### config.mk
export PLATFORM = sky130hd
export DESIGN_NAME = bit_serializer
export DESIGN_NICKNAME = d
export VERILOG_FILES = /design/src/rtl/bit_serializer.sv
export SDC_FILE = /design/constraint.sdc
export NUM_CORES = 1
export LEC_CHECK = 0
export CORE_MARGIN = 3
export CORE_UTILIZATION = 51
export CTS_CLUSTER_SIZE = 8
export DETAILED_ROUTE_END_ITERATION = 12
export PLACE_DENSITY_LB_ADDON = 0.3
export SYNTH_ARGS = -nofsm -noshare
export SYNTH_HDL_FRONTEND = slang
export SYNTH_SLANG_ARGS = --single-unit
export TNS_END_PERCENT = 30
### constraint.sdc
create_clock -name clk -period 2.5 [get_ports clk]
set_input_delay 0.5 -clock clk [delete_from_list [all_inputs] [get_ports clk]]
set_output_delay 0.5 -clock clk [all_outputs]
set_load 0.005 [all_outputs]
### src/rtl/bit_serializer.sv
// Bit serializer: queues {data, len, order} words in a FIFO and shifts each out one bit per cycle.
// Latency: when idle with an empty FIFO, the first bit is on valid_o two cycles after the accepting edge.
// Backpressure: in_ready is registered and is low while the FIFO holds FIFO_DEPTH words.
module bit_serializer #(
  parameter int FIFO_DEPTH = 4,
  parameter int CNT_W      = 16
) (
  input  logic             clk,
  input  logic             rst,
  input  logic             in_valid,
  output logic             in_ready,
  input  logic [7:0]       in_data,
  input  logic [3:0]       in_len,
  input  logic             msb_first,
  input  logic [1:0]       idle_gap,
  output logic             d_o,
  output logic             valid_o,
  output logic             busy,
  output logic [CNT_W-1:0] word_cnt
);

  localparam int AW = (FIFO_DEPTH > 1) ? $clog2(FIFO_DEPTH) : 1;
  localparam int CW = AW + 1;
  localparam int EW = 13;  // {data[7:0], len[3:0], msb_first}

  typedef enum logic [1:0] {S_IDLE, S_SHIFT, S_GAP} state_t;

  // FIFO storage and bookkeeping
  logic [EW-1:0] r_mem [FIFO_DEPTH];
  logic [AW-1:0] r_wr_ptr;
  logic [AW-1:0] r_rd_ptr;
  logic [CW-1:0] r_count;
  logic [CW-1:0] w_count_nxt;
  logic          r_in_ready;
  logic          w_push;
  logic          w_pop;
  logic          w_nempty;
  logic [3:0]    w_len_eff;
  logic [EW-1:0] w_head;
  logic [7:0]    w_head_data;
  logic [7:0]    w_head_rev;
  logic [3:0]    w_head_len;
  logic          w_head_msb;

  // Serializer state
  state_t           r_state;
  state_t           w_state_nxt;
  logic             w_last;
  logic             w_gap_go;
  logic [7:0]       r_shift;
  logic [3:0]       r_bit_cnt;
  logic [1:0]       r_gap_cnt;
  logic             r_d_o;
  logic             r_valid_o;
  logic [CNT_W-1:0] r_word_cnt;

  // Lengths of 0 or above 8 collapse to a full byte before they are stored.
  assign w_len_eff = (in_len == 4'd0 || in_len > 4'd8) ? 4'd8 : in_len;

  // in_ready is a registered view of the count, so a push can never land on a full FIFO.
  assign w_push   = in_valid & r_in_ready & ~rst;
  assign w_nempty = (r_count != '0);

  assign w_head      = r_mem[r_rd_ptr];
  assign w_head_data = w_head[12:5];
  assign w_head_len  = w_head[4:1];
  assign w_head_msb  = w_head[0];

  // LSB-first words are bit-reversed on load so the shifter always emits its top bit.
  always_comb begin
    w_head_rev = '0;
    for (int i = 0; i < 8; i++) begin
      w_head_rev[i] = w_head_data[7-i];
    end
  end

  // Next FIFO occupancy: push and pop together leave it unchanged.
  always_comb begin
    w_count_nxt = r_count;
    if (w_push && !w_pop) begin
      w_count_nxt = r_count + CW'(1);
    end else if (!w_push && w_pop) begin
      w_count_nxt = r_count - CW'(1);
    end
  end

  // FIFO entry write; contents need no reset since the pointers define validity.
  always_ff @(posedge clk) begin
    if (w_push) begin
      r_mem[r_wr_ptr] <= {in_data, w_len_eff, msb_first};
    end
  end

  // FIFO pointers, occupancy and registered ready.
  always_ff @(posedge clk) begin
    if (rst) begin
      r_wr_ptr   <= '0;
      r_rd_ptr   <= '0;
      r_count    <= '0;
      r_in_ready <= 1'b1;
    end else begin
      if (w_push) begin
        r_wr_ptr <= r_wr_ptr + AW'(1);
      end
      if (w_pop) begin
        r_rd_ptr <= r_rd_ptr + AW'(1);
      end
      r_count    <= w_count_nxt;
      r_in_ready <= (w_count_nxt < CW'(FIFO_DEPTH));
    end
  end

  // FSM state register.
  always_ff @(posedge clk) begin
    if (rst) begin
      r_state <= S_IDLE;
    end else begin
      r_state <= w_state_nxt;
    end
  end

  // Next-state and load decisions; a gap request outranks chaining the next word.
  always_comb begin
    w_state_nxt = r_state;
    w_pop       = 1'b0;
    w_last      = 1'b0;
    w_gap_go    = 1'b0;
    case (r_state)
      S_IDLE: begin
        if (w_nempty) begin
          w_pop       = 1'b1;
          w_state_nxt = S_SHIFT;
        end
      end
      S_SHIFT: begin
        if (r_bit_cnt == 4'd1) begin
          w_last = 1'b1;
          if (idle_gap != 2'd0) begin
            w_gap_go    = 1'b1;
            w_state_nxt = S_GAP;
          end else if (w_nempty) begin
            w_pop       = 1'b1;
            w_state_nxt = S_SHIFT;
          end else begin
            w_state_nxt = S_IDLE;
          end
        end
      end
      S_GAP: begin
        // The final gap cycle acts as IDLE so the next word starts without an extra bubble.
        if (r_gap_cnt == 2'd1) begin
          if (w_nempty) begin
            w_pop       = 1'b1;
            w_state_nxt = S_SHIFT;
          end else begin
            w_state_nxt = S_IDLE;
          end
        end
      end
      default: begin
        w_state_nxt = S_IDLE;
      end
    endcase
  end

  // Shifter, bit/gap counters, registered serial outputs and completed-word counter.
  always_ff @(posedge clk) begin
    if (rst) begin
      r_shift    <= '0;
      r_bit_cnt  <= '0;
      r_gap_cnt  <= '0;
      r_d_o      <= 1'b0;
      r_valid_o  <= 1'b0;
      r_word_cnt <= '0;
    end else begin
      r_valid_o <= (r_state == S_SHIFT);
      r_d_o     <= (r_state == S_SHIFT) & r_shift[7];
      if (w_pop) begin
        r_shift   <= w_head_msb ? w_head_data : w_head_rev;
        r_bit_cnt <= w_head_len;
      end else if (r_state == S_SHIFT) begin
        r_shift   <= {r_shift[6:0], 1'b0};
        r_bit_cnt <= r_bit_cnt - 4'd1;
      end
      if (w_gap_go) begin
        r_gap_cnt <= idle_gap;
      end else if (r_state == S_GAP) begin
        r_gap_cnt <= r_gap_cnt - 2'd1;
      end
      if (w_last) begin
        r_word_cnt <= r_word_cnt + CNT_W'(1);
      end
    end
  end

  assign in_ready = r_in_ready;
  assign d_o      = r_d_o;
  assign valid_o  = r_valid_o;
  assign busy     = (r_state != S_IDLE) || w_nempty;
  assign word_cnt = r_word_cnt;

endmodule

== Word level (Yosys, flattened, before mapping) ==
Memory sizes are Yosys's and may differ from the RTL's. A register that Yosys moved wholly into a read port is not among the register bits.
Index checks and enable logic that the tools add are counted.
Operators by class
  reductions and logical operators: 14
  mux-type cells: 30
  eq/ne operators: 7
  magnitude comparators: 2
  bitwise operators: 4
  $add $sub $neg: 7
Operators by type and width (number)
  $mux W8: 3
  $add A16 B1 Y16 const B: 1
  $mux W2: 8
  $mux W1: 12
  $mux W4: 3
  $reduce_bool A2 Y1: 4
  $mux W3: 2
  $ne A2 B2 Y1 const B: 3
  $pmux W2 S3: 1
  $add A2 B1 Y2 const B: 2
  $eq A2 B1 Y1 const B: 2
  $eq A4 B1 Y1 const B: 1
  $gt A4 B4 Y1 const B: 1
  $logic_not A4 Y1: 1
  $sub A4 B1 Y4 const B: 1
  $add A3 B1 Y3 const B: 1
  $and A1 B1 Y1: 3
  $lt A3 B3 Y1 const B: 1
  $pmux W1 S3: 1
  $reduce_and A3 Y1: 1
  $reduce_bool A3 Y1: 1
  $sub A3 B1 Y3 const B: 1
  $eq A2 B2 Y1 const B: 1
  $logic_and A1 B1 Y1: 2
  5 further kinds: 7
Word-level totals
  memories kept: 1
  input bits: 18
  memory bits (writable): 52
  flip-flop bits (word level): 42
Memories
  r_mem: words 4, bits a word 13, rd ports 1, clocked after Yosys merged registers in 1, wr ports 1, RTL line 29  | logic [EW-1:0] r_mem [FIFO_DEPTH];

== Logic depth before layout (Yosys ltp) ==
Gate-level depths: netlist of the first run.
  depth after elaboration: 9
  depth in mapped cells: 12
  depth with buffers taken out: 11

== Worst setup path before layout of the first run ==
Ideal clock, no wire load.
  kind: reg2reg
  start: register r_bit_cnt[1]
  end: register with a tool-made name
  period minus slack after synthesis: 2.630 ns
  path buffers: 1
  setup time: 0.071 ns
  path slack: -0.130 ns
  data arrival time: 2.559 ns
  data required time: 2.429 ns
  stages on the path, launching flop included: 12
  cells stage by stage: dfxtp_1 inv_1 ha_1 or3b_1 clkbuf_1 nor4_1 nor2_1 ha_1 and3b_1 a21oi_1 or3_1 a21oi_1
RTL lines
  start: declaration: RTL line 51  | logic [3:0] r_bit_cnt;
  start signal: assignment: RTL line 180  | r_bit_cnt <= w_head_len;
  start signal: assignment: RTL line 183  | r_bit_cnt <= r_bit_cnt - 4'd1;

==> results of run 1 <==
## worst max-delay path, stage by stage (launching register included)
cell and delay (ns):
dfxtp_1 0.39, ha_1 0.17, or3b_1 0.44, nor4_2 0.22, nor2_1 0.12, ha_1 0.23
and3b_1 0.22, a21oi_1 0.05, or3_1 0.31, a21oi_1 0.16
## area by class of cell
cell class              instances  share of cell area
well taps                     102              0.0259
repair buffers                 60               0.110
inverters                      18              0.0137
clock buffers                   9              0.0251
flip-flops and latches         96               0.496
clock inverters                 7              0.0142
multi-input cells             201               0.315
## sequential cells by signal (all words and copies together) (netlist names), named ones only
| name | flops |
|---|---|
| r_shift | 8 |
| r_state | 2 |
| word_cnt | 16 |
| r_count | 2 |
| r_rd_ptr | 2 |
| r_mem | 52 |
| r_bit_cnt | 4 |
| r_wr_ptr | 2 |
| r_gap_cnt | 2 |
| valid_o | 1 |
| in_ready | 1 |
| d_o | 1 |
## metrics by stage
step | std cells | hold WS, ns | util | total power, W
6_report | 493 | 0.477 | 0.635 | 0.00427
5_1_grt | 493 | 0.504 | 0.635 | 0.00453
4_1_cts | 493 | 0.483 | 0.634 | 0.00431
3_5_place_dp | 477 | 0.459 | 0.609 | 0.00334
3_3_place_gp | 477 | 0.446 | 0.609 | 0.00328
2_1_floorplan | 328 | 0.424 | - | 0.00288
## power groups by stage
stage | combinational (W) | clock [W] | sequential [W]
2_1_floorplan | 0.000883 | 0 | 0.00200
3_3_place_gp | 0.00127 | 0 | 0.00202
3_5_place_dp | 0.00131 | 0 | 0.00203
4_1_cts | 0.00131 | 0.00100 | 0.00199
5_1_grt | 0.00145 | 0.00107 | 0.00202
6_report | 0.00131 | 0.000973 | 0.00199
## kinds of logic (layout without fill, tap and decap cells)
family          after synthesis  after routing  synth area share
mux                          24             24            0.0988
compound gates               46             46            0.0750
xor+xnor                     14             14            0.0299
fa+ha+maj                    13             13            0.0396
simple gates                104            104             0.133
buf+inv                      31             94            0.0290
flops                        96             96             0.595
## cells in the mapped netlist, types with 2 or more instances
library cell	number
and2_1	4
nor4_1	6
a22oi_1	2
nand3_1	5
o31ai_1	4
nor3_1	9
mux2i_1	9
a21o_1	2
or2_2	3
mux4_2	13
nand2_1	18
nor2_1	23
buf_2	2
a21oi_1	15
a211oi_1	4
or3_1	6
o221ai_1	6
buf_1	2
nand2b_1	7
dfxtp_1	44
a311oi_1	2
clkbuf_1	9
inv_1	18
ha_1	13
nand4b_1	2
o21ai_0	5
nand4_1	5
edfxtp_1	52
nor2b_1	10
mux2_2	2
xor2_1	3
or4_1	3
xnor2_1	11
## worst paths after layout
path	start	cells past startpoint	slack (ns)	end
worst min-delay path	r_shift[6]$_SDFFE_PP0P_	2	0.48	r_shift[7]$_SDFFE_PP0P_
worst min register to register	r_shift[6]$_SDFFE_PP0P_	2	0.48	r_shift[7]$_SDFFE_PP0P_
worst max-delay path	r_bit_cnt[0]$_SDFFE_PP0P_	9	0.12	flip-flop
worst max register to register	r_bit_cnt[0]$_SDFFE_PP0P_	9	0.12	flip-flop
## metal layers
metal  vias to the layer above  wire length [um]
met1                      1279              3430
met4                         0                89
met2                        49              3760
li1                       1330                 -
met5                         -                 0
met3                         9               244
==> results.md, run 1 <==
* Global route overflow at 0
* Clock skew at 0.0110 ns
* Max Cap Violations at 0
* Dpl hpwl at 5310 um
* Ys async rst share at 0
* Max VDD drop at 0.000412 V
* GR peak layer: met2
* Final setup vio count at 0
* TritonRoute pass-1 iters at 5
* Post-DRT Antenna Nets at 0
* Cells after Synth at roughly 330
* Fin. max-slew vios at 0
* Overall Global Routing Usage at 0.176
* Reg area at about 0.0024 sq mm
* Share of layout cells above drive strength 1 at 0.153
* Chip height at between 90 and 100 um
* Least-Margin Pin Slew at between 0.8 and 0.9 ns
* Pwr/cell area at between 800 and 900 mW/mm^2
* CP Launch Type: flip-flop
* CTS sink cnt at 96
* Post-DR vias/cell at ~5.4
* P&R area growth vs syn at 20.1%
* CP Class: flip-flop to flip-flop
* Insertion delay to the later sink of the worst-skew pair at between 0.3 and 0.4 ns
* Via count at ~2,700
* Crit path max fanout at 4
* Root Buffer: clkbuf_8
* Area occupied by multi-input gates at between 0.0015 and 0.002 sq mm
* Drt total wl at 7520 um
* Die area at between 0.009 and 0.01 sq mm
* H-tree depth at 3
* Synthesized Nets at 359
* Sw power at around 0.0014 W
* Post-cts sizing count at 0
* # rows at 32
* Initial antenna violation count at 0
* Worst-path clk slew at ~0.10 ns
* Initial Utilization at 0.529
* CTS tree: built
* Outcome: finished clean
* Port Buf Inserts at 37
* Synth area leader: edfxtp_1
* Crit path required time at 2.79 ns
* Final Cycle Share at 0.953
* TritonCTS buffer count at 9
* Most common cell after layout, fill and taps aside: edfxtp_1
* Placer Congestion at approximately 0.79
* Post-CTS setup buffers at 0
* Antenna diode count at 0
* Sw Ratio at 0.322
* RSZ-0062 raised after global routing: false
* Clk buf depth at 2
* Fmax at between 400 and 500 MHz
* Number of flops mapped to enable cells by yosys at 52
* Crit path DAT at 2.67 ns
* Most frequent cells in the layout: edfxtp_1 (52), dfxtp_1 (44), clkdlybuf4s50_1 (37)
* CORE AREA at 0.00777 sq mm
* Placed cell area at roughly 0.0047 sq mm
* Synth area leaders: edfxtp_1 (38%), dfxtp_1 (21%), mux4_2 (7.1%)
* Max_slew headroom at 0.415
* Initial DRC Count at around 120
* Final nets at 417
* Final Cell Area at about 0.005 sq mm
* Syn avg cell area at ~13 sq um
* Crit. End Element: flip-flop
* Vias in the first global route at 2,621
* Power Internal at ~0.0029 W
* Min Tclk post-route at 2.38 ns
* Synth unique cells at 42
* TNS Setup at 0 ns
* Seq pwr share at 0.466
* Chip Width at 95.7 um
* Pre-CTS setup slack at -0.157 ns
* Routed len/inst at roughly 15 um
* Hold Fails Final Rpt at 0
* Worst Setup Slack, final at roughly 0.12 ns
* Met2 GRT Util at 0.303
* Io pins at 38
* Syn Std Cell Area at approximately 0.004 sq mm
* Share of the synthesized area in the top cell type at 0.380
* # DRC at 0
* Fillers at 616
* Clk pwr share at 0.228
* GR Util met3 at 0.0321
* Logic pwr share at 0.306
* Yosys reg bits at 96
* Leak at 1.69 nW
* Top_reg_cell synth: edfxtp_1
* Hold Crit Class: flip-flop to flip-flop
* Proportion of synthesized chip area in sequential cells at 0.595
* Synth Warn # at 0
* Met1 Usage GRT at 0.225
* Hold_buf cts at 0
* Largest net degree at the start of global routing at 25
* First-pass GRT wire length at about 12,000 um
(Power assumes the default switching activity.)
==> inputs of run 2 (changes only) <==
--- a/config.mk
+++ b/config.mk
@@ -9,7 +9,7 @@
 export CORE_UTILIZATION = 51
 export CTS_CLUSTER_SIZE = 8
 export DETAILED_ROUTE_END_ITERATION = 12
-export PLACE_DENSITY_LB_ADDON = 0.3
+export PLACE_DENSITY = 0.85
 export SYNTH_ARGS = -nofsm -noshare
 export SYNTH_HDL_FRONTEND = slang
 export SYNTH_SLANG_ARGS = --single-unit
==> run 2 against run 1 <==
  * Final cell count unchanged
  * Routed wire length decreased by 0.85%
  * Clock power increased by 2.5%
  * Largest cell class unchanged
==> results.md, run 2 (synthesis results as in run 1) <==
* Area occupied by multi-input gates at 0.00157 sq mm (+0.72%)
* Worst Setup Slack, final at 0.124 ns (+0.00727 ns)
* Share of layout cells above drive strength 1 at 0.156 (+0.00256)
* Initial DRC Count at 130 (+5.7%)
* Hold_buf cts at 0 (unchanged)
* Initial antenna violation count at 0 (unchanged)
* Fmax at 421 MHz (+0.31%)
* Max reg flops at 52 (unchanged)
* Cell mode on critical path: or4_1
* Seq pwr share at 0.463 (-0.003)
* Chip Width at 95.7 um (unchanged)
* CORE AREA at 0.00777 sq mm (unchanged)
* Root Buffer: clkbuf_8
* Leak at 1.72 nW (+1.4%)
* Critical path, cell by cell: ha_1 > or3b_4 > or4_1 > or4_1 > a21oi_1
* Biggest register: r_mem
* Clock skew at 0.0117 ns (+0.000725 ns)
* Max VDD drop at 0.000432 V (+5.0%)
* Final Cycle Share at 0.950 (-0.00291)
* Final setup vio count at 0 (unchanged)
* Final nets at 417 (unchanged)
* Largest net degree at the start of global routing at 29 (+16%)
* Post-DR vias/cell at 5.47 (+1.2%)
* Routed len/inst at 15.1 um (-0.85%)
* Clk buf depth at 2 (unchanged)
* Vias in the first global route at 2,478 (-5.5%)
* Fin. max-slew vios at 0 (unchanged)
* Chip height at 95.7 um (unchanged)
* Sw Ratio at 0.327 (+0.00502)
* Via count at 2,699 (+1.2%)
* Antenna diode count at 0 (unchanged)
* RSZ-0062 raised after global routing: false
* Global route overflow at 0 (unchanged)
* Port Buf Inserts at 37 (unchanged)
* Crit path largest cell delay at 0.63 ns (+0.19 ns)
* Initial Utilization at 0.529 (unchanged)
* # DRC at 0 (unchanged)
* Power Internal at 0.00292 W (+0.63%)
* Most common cell after layout, fill and taps aside: edfxtp_1
* Max_slew headroom at 0.379 (-0.0363)
* Crit path DAT at 2.67 ns (about the same)
* Crit path required time at 2.80 ns (about the same)
* Least-Margin Pin Slew at 0.925 ns (+0.0540 ns)
* Crit path max fanout at 6 (+2)
* P&R area growth vs syn at 20.5%
* Die area at 0.00916 sq mm (unchanged)
* Hold Fails Final Rpt at 0 (unchanged)
* Final Util at 0.637 (+0.00226)
* Post-cts sizing count at 0 (unchanged)
* Clk pwr share at 0.230 (+0.002)
* TritonCTS buffer count at 9 (unchanged)
* H-tree depth at 3 (unchanged)
* Hold Crit Class: flip-flop to flip-flop
* Slowest CP cell: or4_1
* Worst-path clk slew at 0.10 ns (about the same)
* CTS tree: built
* Dpl hpwl at 5380 um (+1.3%)
* Post-CTS setup buffers at 0 (unchanged)
* CP Class: flip-flop to flip-flop
* Placer Congestion at 0.815 (+2.8%)
* CP Launch Type: flip-flop
* TritonRoute pass-1 iters at 4 (-1)
* First-pass GRT wire length at 11,900 um (-4.0%)
* # rows at 32 (unchanged)
* Pwr/cell area at 875 mW/mm^2 (+1.0%)
* Fillers at 593 (-3.7%)
* Insertion delay to the later sink of the worst-skew pair at 0.36 ns (about the same)
* Crit. End Element: flip-flop
* Reg area at 0.00244 sq mm (unchanged)
* Logic pwr share at 0.306 (about the same)
* Most frequent cells in the layout: edfxtp_1 (52), dfxtp_1 (44), clkdlybuf4s50_1 (36)
* Max Cap Violations at 0 (unchanged)
* Drt total wl at 7460 um (-0.85%)
* Sw power at 0.00141 W (+3.0%)
* Outcome: finished clean
* Overall Global Routing Usage at 0.173 (-0.00254)
* CTS sink cnt at 96 (unchanged)
* Pre-CTS setup slack at -0.165 ns (-0.00782 ns)
* Post-DRT Antenna Nets at 0 (unchanged)
* Io pins at 38 (unchanged)
* Min Tclk post-route at 2.38 ns (-0.00727 ns)
==> run 2: worst max-delay path, delay by kind of cell (launching register included) <==
| family | cells | cell delay (ns) |
|---|---|---|
| and+or+nand+nor | 3 | 1.56 |
| DFF | 1 | 0.41 |
| adders and majority gates | 1 | 0.20 |
| AOI/OAI and AO/OA | 1 | 0.16 |
==> run 2: power by group through the flow <==
stage                     Combinational, W  Sequential [W]  Clock (W)
after floorplan                   0.000883         0.00200          0
after global placement             0.00126         0.00202          0
after detailed placement           0.00132         0.00204          0
after CTS                          0.00132         0.00200    0.00101
after global routing               0.00147         0.00203    0.00107
final                              0.00133         0.00201   0.000997
==> run 2: cell type report <==
cell class,instances,area share
Multi-Input combinational cell,201,0.316
Inverter,18,0.0137
Tap cell,102,0.0258
Clock buffer,9,0.0250
Clock inverter,7,0.0149
Timing Repair Buffer,60,0.110
Sequential cell,96,0.494
==> run 2: worst paths after layout <==
check	from	to	slack (ns)	cells past startpoint
worst max-delay path	r_bit_cnt[0]$_SDFFE_PP0P_	word_cnt[15]$_SDFFE_PP0P_	0.12	5
worst min-delay path	r_shift[7]$_SDFFE_PP0P_	d_o$_SDFF_PP0_	0.46	2
worst max register to register	r_bit_cnt[0]$_SDFFE_PP0P_	word_cnt[15]$_SDFFE_PP0P_	0.12	5
worst min register to register	r_shift[7]$_SDFFE_PP0P_	d_o$_SDFF_PP0_	0.46	2
==> run 2: per-layer routing <==
metal,vias up,track usage,share of wire
met3,9,0.0321,0.050
met2,61,0.285,0.50
li1,1333,-,-
met5,-,0,0
met1,1296,0.221,0.44
met4,0,0.0853,0.016
==> run 2: stage by stage <==
stage / setup TNS [ns] / hold slack, ns / instance area [sq um] / std cells / power, W
2_1_floorplan: 0 / 0.424 / 4110 / 328 / 0.00288
3_3_place_gp: -0.0450 / 0.439 / 4730 / 477 / 0.00328
3_5_place_dp: -0.310 / 0.452 / 4730 / 477 / 0.00336
5_1_grt: 0 / 0.505 / 4950 / 493 / 0.00457
4_1_cts: 0 / 0.470 / 4930 / 493 / 0.00434
6_report: 0 / 0.460 / 4950 / 493 / 0.00433
==> inputs of run 3 (changes only) <==
--- a/config.mk
+++ b/config.mk
@@ -6,10 +6,10 @@
 export NUM_CORES = 1
 export LEC_CHECK = 0
 export CORE_MARGIN = 3
-export CORE_UTILIZATION = 51
+export CORE_UTILIZATION = 50
 export CTS_CLUSTER_SIZE = 8
 export DETAILED_ROUTE_END_ITERATION = 12
-export PLACE_DENSITY = 0.85
+export PLACE_DENSITY = 0.84
 export SYNTH_ARGS = -nofsm -noshare
 export SYNTH_HDL_FRONTEND = slang
 export SYNTH_SLANG_ARGS = --single-unit
==> run 3 against run 2 <==
  * Die area increased by 1.9%
  * Largest power group unchanged
  * Combinational power down 4%
  * Routed wire length fell by 0.42%
==> results.md, run 3 (synthesis results as in run 1) <==
* Insertion delay to the later sink of the worst-skew pair at 0.37 ns (about the same)
* Pwr/cell area at 868 mW/mm^2 (-0.80%)
* H-tree depth at 3 (unchanged)
* Clk buf depth at 2 (unchanged)
* Seq pwr share at 0.471 (+0.008)
* # DRC at 0 (unchanged)
* CTS sink cnt at 96 (unchanged)
* Max VDD drop at 0.000335 V (-22%)
* Fmax at 418 MHz (-0.77%)
* Post-CTS setup buffers at 0 (unchanged)
* Hold Fails Final Rpt at 0 (unchanged)
* Io pins at 38 (unchanged)
* Outcome: finished clean
* Max reg flops at 52 (unchanged)
* Chip height at 96.6 um (+0.93%)
* Leak at 1.68 nW (-2.0%)
* Final setup vio count at 0 (unchanged)
* Post-DRT Antenna Nets at 0 (unchanged)
* Fin. max-slew vios at 0 (unchanged)
* Crit path max fanout at 4 (-2)
* Max_slew headroom at 0.448 (+0.0692)
* Least-Margin Pin Slew at 0.822 ns (-0.103 ns)
* Port Buf Inserts at 37 (unchanged)
* Biggest register: r_mem
* First-pass GRT wire length at 12,400 um (+4.2%)
* Crit. End Element: output port
* Post-DR vias/cell at 5.50 (+0.41%)
* Die area at 0.00933 sq mm (+1.9%)
* CP Class: flip-flop to output port
* Placer Congestion at 0.816 (+0.16%)
* Final nets at 415 (-0.48%)
* Largest net degree at the start of global routing at 24 (-17%)
* Final Cycle Share at 0.958 (+0.00739)
* Tot Pwr at 0.00426 W (-1.5%)
* Dpl hpwl at 5350 um (-0.52%)
* P&R area growth vs syn at 19.6%
* Hold Crit Class: flip-flop to flip-flop
* Via count at 2,699 (unchanged)
* TritonRoute pass-1 iters at 5 (+1)
* RSZ-0062 raised after global routing: false
* Clk pwr share at 0.229 (about the same)
* CP Launch Type: flip-flop
* CORE AREA at 0.00785 sq mm (+1.0%)
* Worst-path clk slew at 0.10 ns (about the same)
* Clock skew at 0.0141 ns (+0.00240 ns)
* Sw Ratio at 0.322 (-0.00498)
* TritonCTS buffer count at 9 (unchanged)
* Initial Utilization at 0.523 (-0.00539)
* Hold_buf cts at 0 (unchanged)
* Most common cell after layout, fill and taps aside: edfxtp_1
* Initial antenna violation count at 0 (unchanged)
* Drt total wl at 7430 um (-0.42%)
* CTS tree: built
* Max Cap Violations at 0 (unchanged)
* Chip Width at 96.6 um (+0.93%)
* Share of layout cells above drive strength 1 at 0.149 (-0.00691)
* Fillers at 614 (+3.5%)
* Placed cells at 475 (-0.42%)
* Logic pwr share at 0.300 (-0.006)
* Root Buffer: clkbuf_8
* Global route overflow at 0 (unchanged)
* Crit path DAT at 1.89 ns (-0.78 ns)
* Vias in the first global route at 2,594 (+4.7%)
* TNS Setup at 0 ns (unchanged)
* Initial DRC Count at 92 (-29%)
* Crit path required time at 2.00 ns (-0.80 ns)
* Routed len/inst at 15.1 um (about the same)
* Antenna diode count at 0 (unchanged)
* Sw power at 0.00137 W (-3.0%)
* # rows at 32 (unchanged)
* Placed cell area at 0.00472 sq mm (-0.32%)
* Most frequent cells in the layout: edfxtp_1 (52), dfxtp_1 (44), clkdlybuf4s50_1 (37)
* Final Cell Area at 0.00491 sq mm (-0.71%)
* Min Tclk post-route at 2.39 ns (+0.0185 ns)
* WHS at 0.459 ns (-0.00167 ns)
* Power Internal at 0.00289 W (-0.78%)
* Overall Global Routing Usage at 0.164 (-0.00942)
* Layout Cells excl Fill at 491 (-0.41%)
-- run 3: changes by cell type in the layout (fill, tap and decap cells not counted), sizes merged --
cell           previous run  this run
dlymetal6s2s              1         0
clkinv                    2         1
clkdlybuf4s50            36        37
buf                      23        21
clkinvlp                  0         1
-- run 3: worst max-delay path: stages (launching register included) --
cell and delay (ns):
dfxtp_1 0.35, inv_1 0.09, ha_1 0.17, nand2b_1 0.12, or3_1 0.35, clkdlybuf4s50_1 0.46
-- run 3: layout make-up --
type	count	area (sq um)	area share
clock buffer	9	124	0.0252
clock inverter	7	67.6	0.0138
inverter	18	67.6	0.0138
multi-input combinational	201	1550	0.316
sequential	96	2440	0.497
tap	102	128	0.0260
timing repair buffer	58	528	0.108
-- run 3: what timing repair did --
action	in CTS	in global routing
hold endpoints to repair	0	0
endpoints found under the setup margin	0	1
resized for setup	0	1
-- run 3: worst paths after layout --
| check | startpoint | slack, ns | depth (start not counted) | to |
|---|---|---|---|---|
| worst max-delay path | r_count[0]$_SDFFE_PP0P_ | 0.11 | 5 | busy |
| worst min-delay path | r_shift[7]$_SDFFE_PP0P_ | 0.46 | 2 | d_o$_SDFF_PP0_ |
| worst max register to register | r_bit_cnt[1]$_SDFFE_PP0P_ | 0.16 | 10 | flip-flop |
| worst min register to register | r_shift[7]$_SDFFE_PP0P_ | 0.46 | 2 | d_o$_SDFF_PP0_ |
-- run 3: metal layers --
| layer | GRT usage | part of all wire |
|---|---|---|
| met4 | 0.0713 | 0.016 |
| met2 | 0.275 | 0.50 |
| met5 | 0 | 0 |
| met3 | 0.0368 | 0.045 |
| met1 | 0.204 | 0.44 |
-- run 3: power by group through the flow --
stage          sequential [W]  clock, W  combinational [W]
2_1_floorplan         0.00200         0           0.000883
5_1_grt               0.00204   0.00107            0.00142
3_3_place_gp          0.00204         0            0.00123
4_1_cts               0.00201   0.00101            0.00129
6_report              0.00201  0.000976            0.00128
3_5_place_dp          0.00205         0            0.00128
-- run 3: metrics by stage --
step                      worst slack [ns]   util
after CTS                           0.0885  0.625
after global placement             -0.0629  0.601
final                                0.106  0.626
after global routing               0.00251  0.626
after floorplan                     0.0560      -
after detailed placement            -0.127  0.601
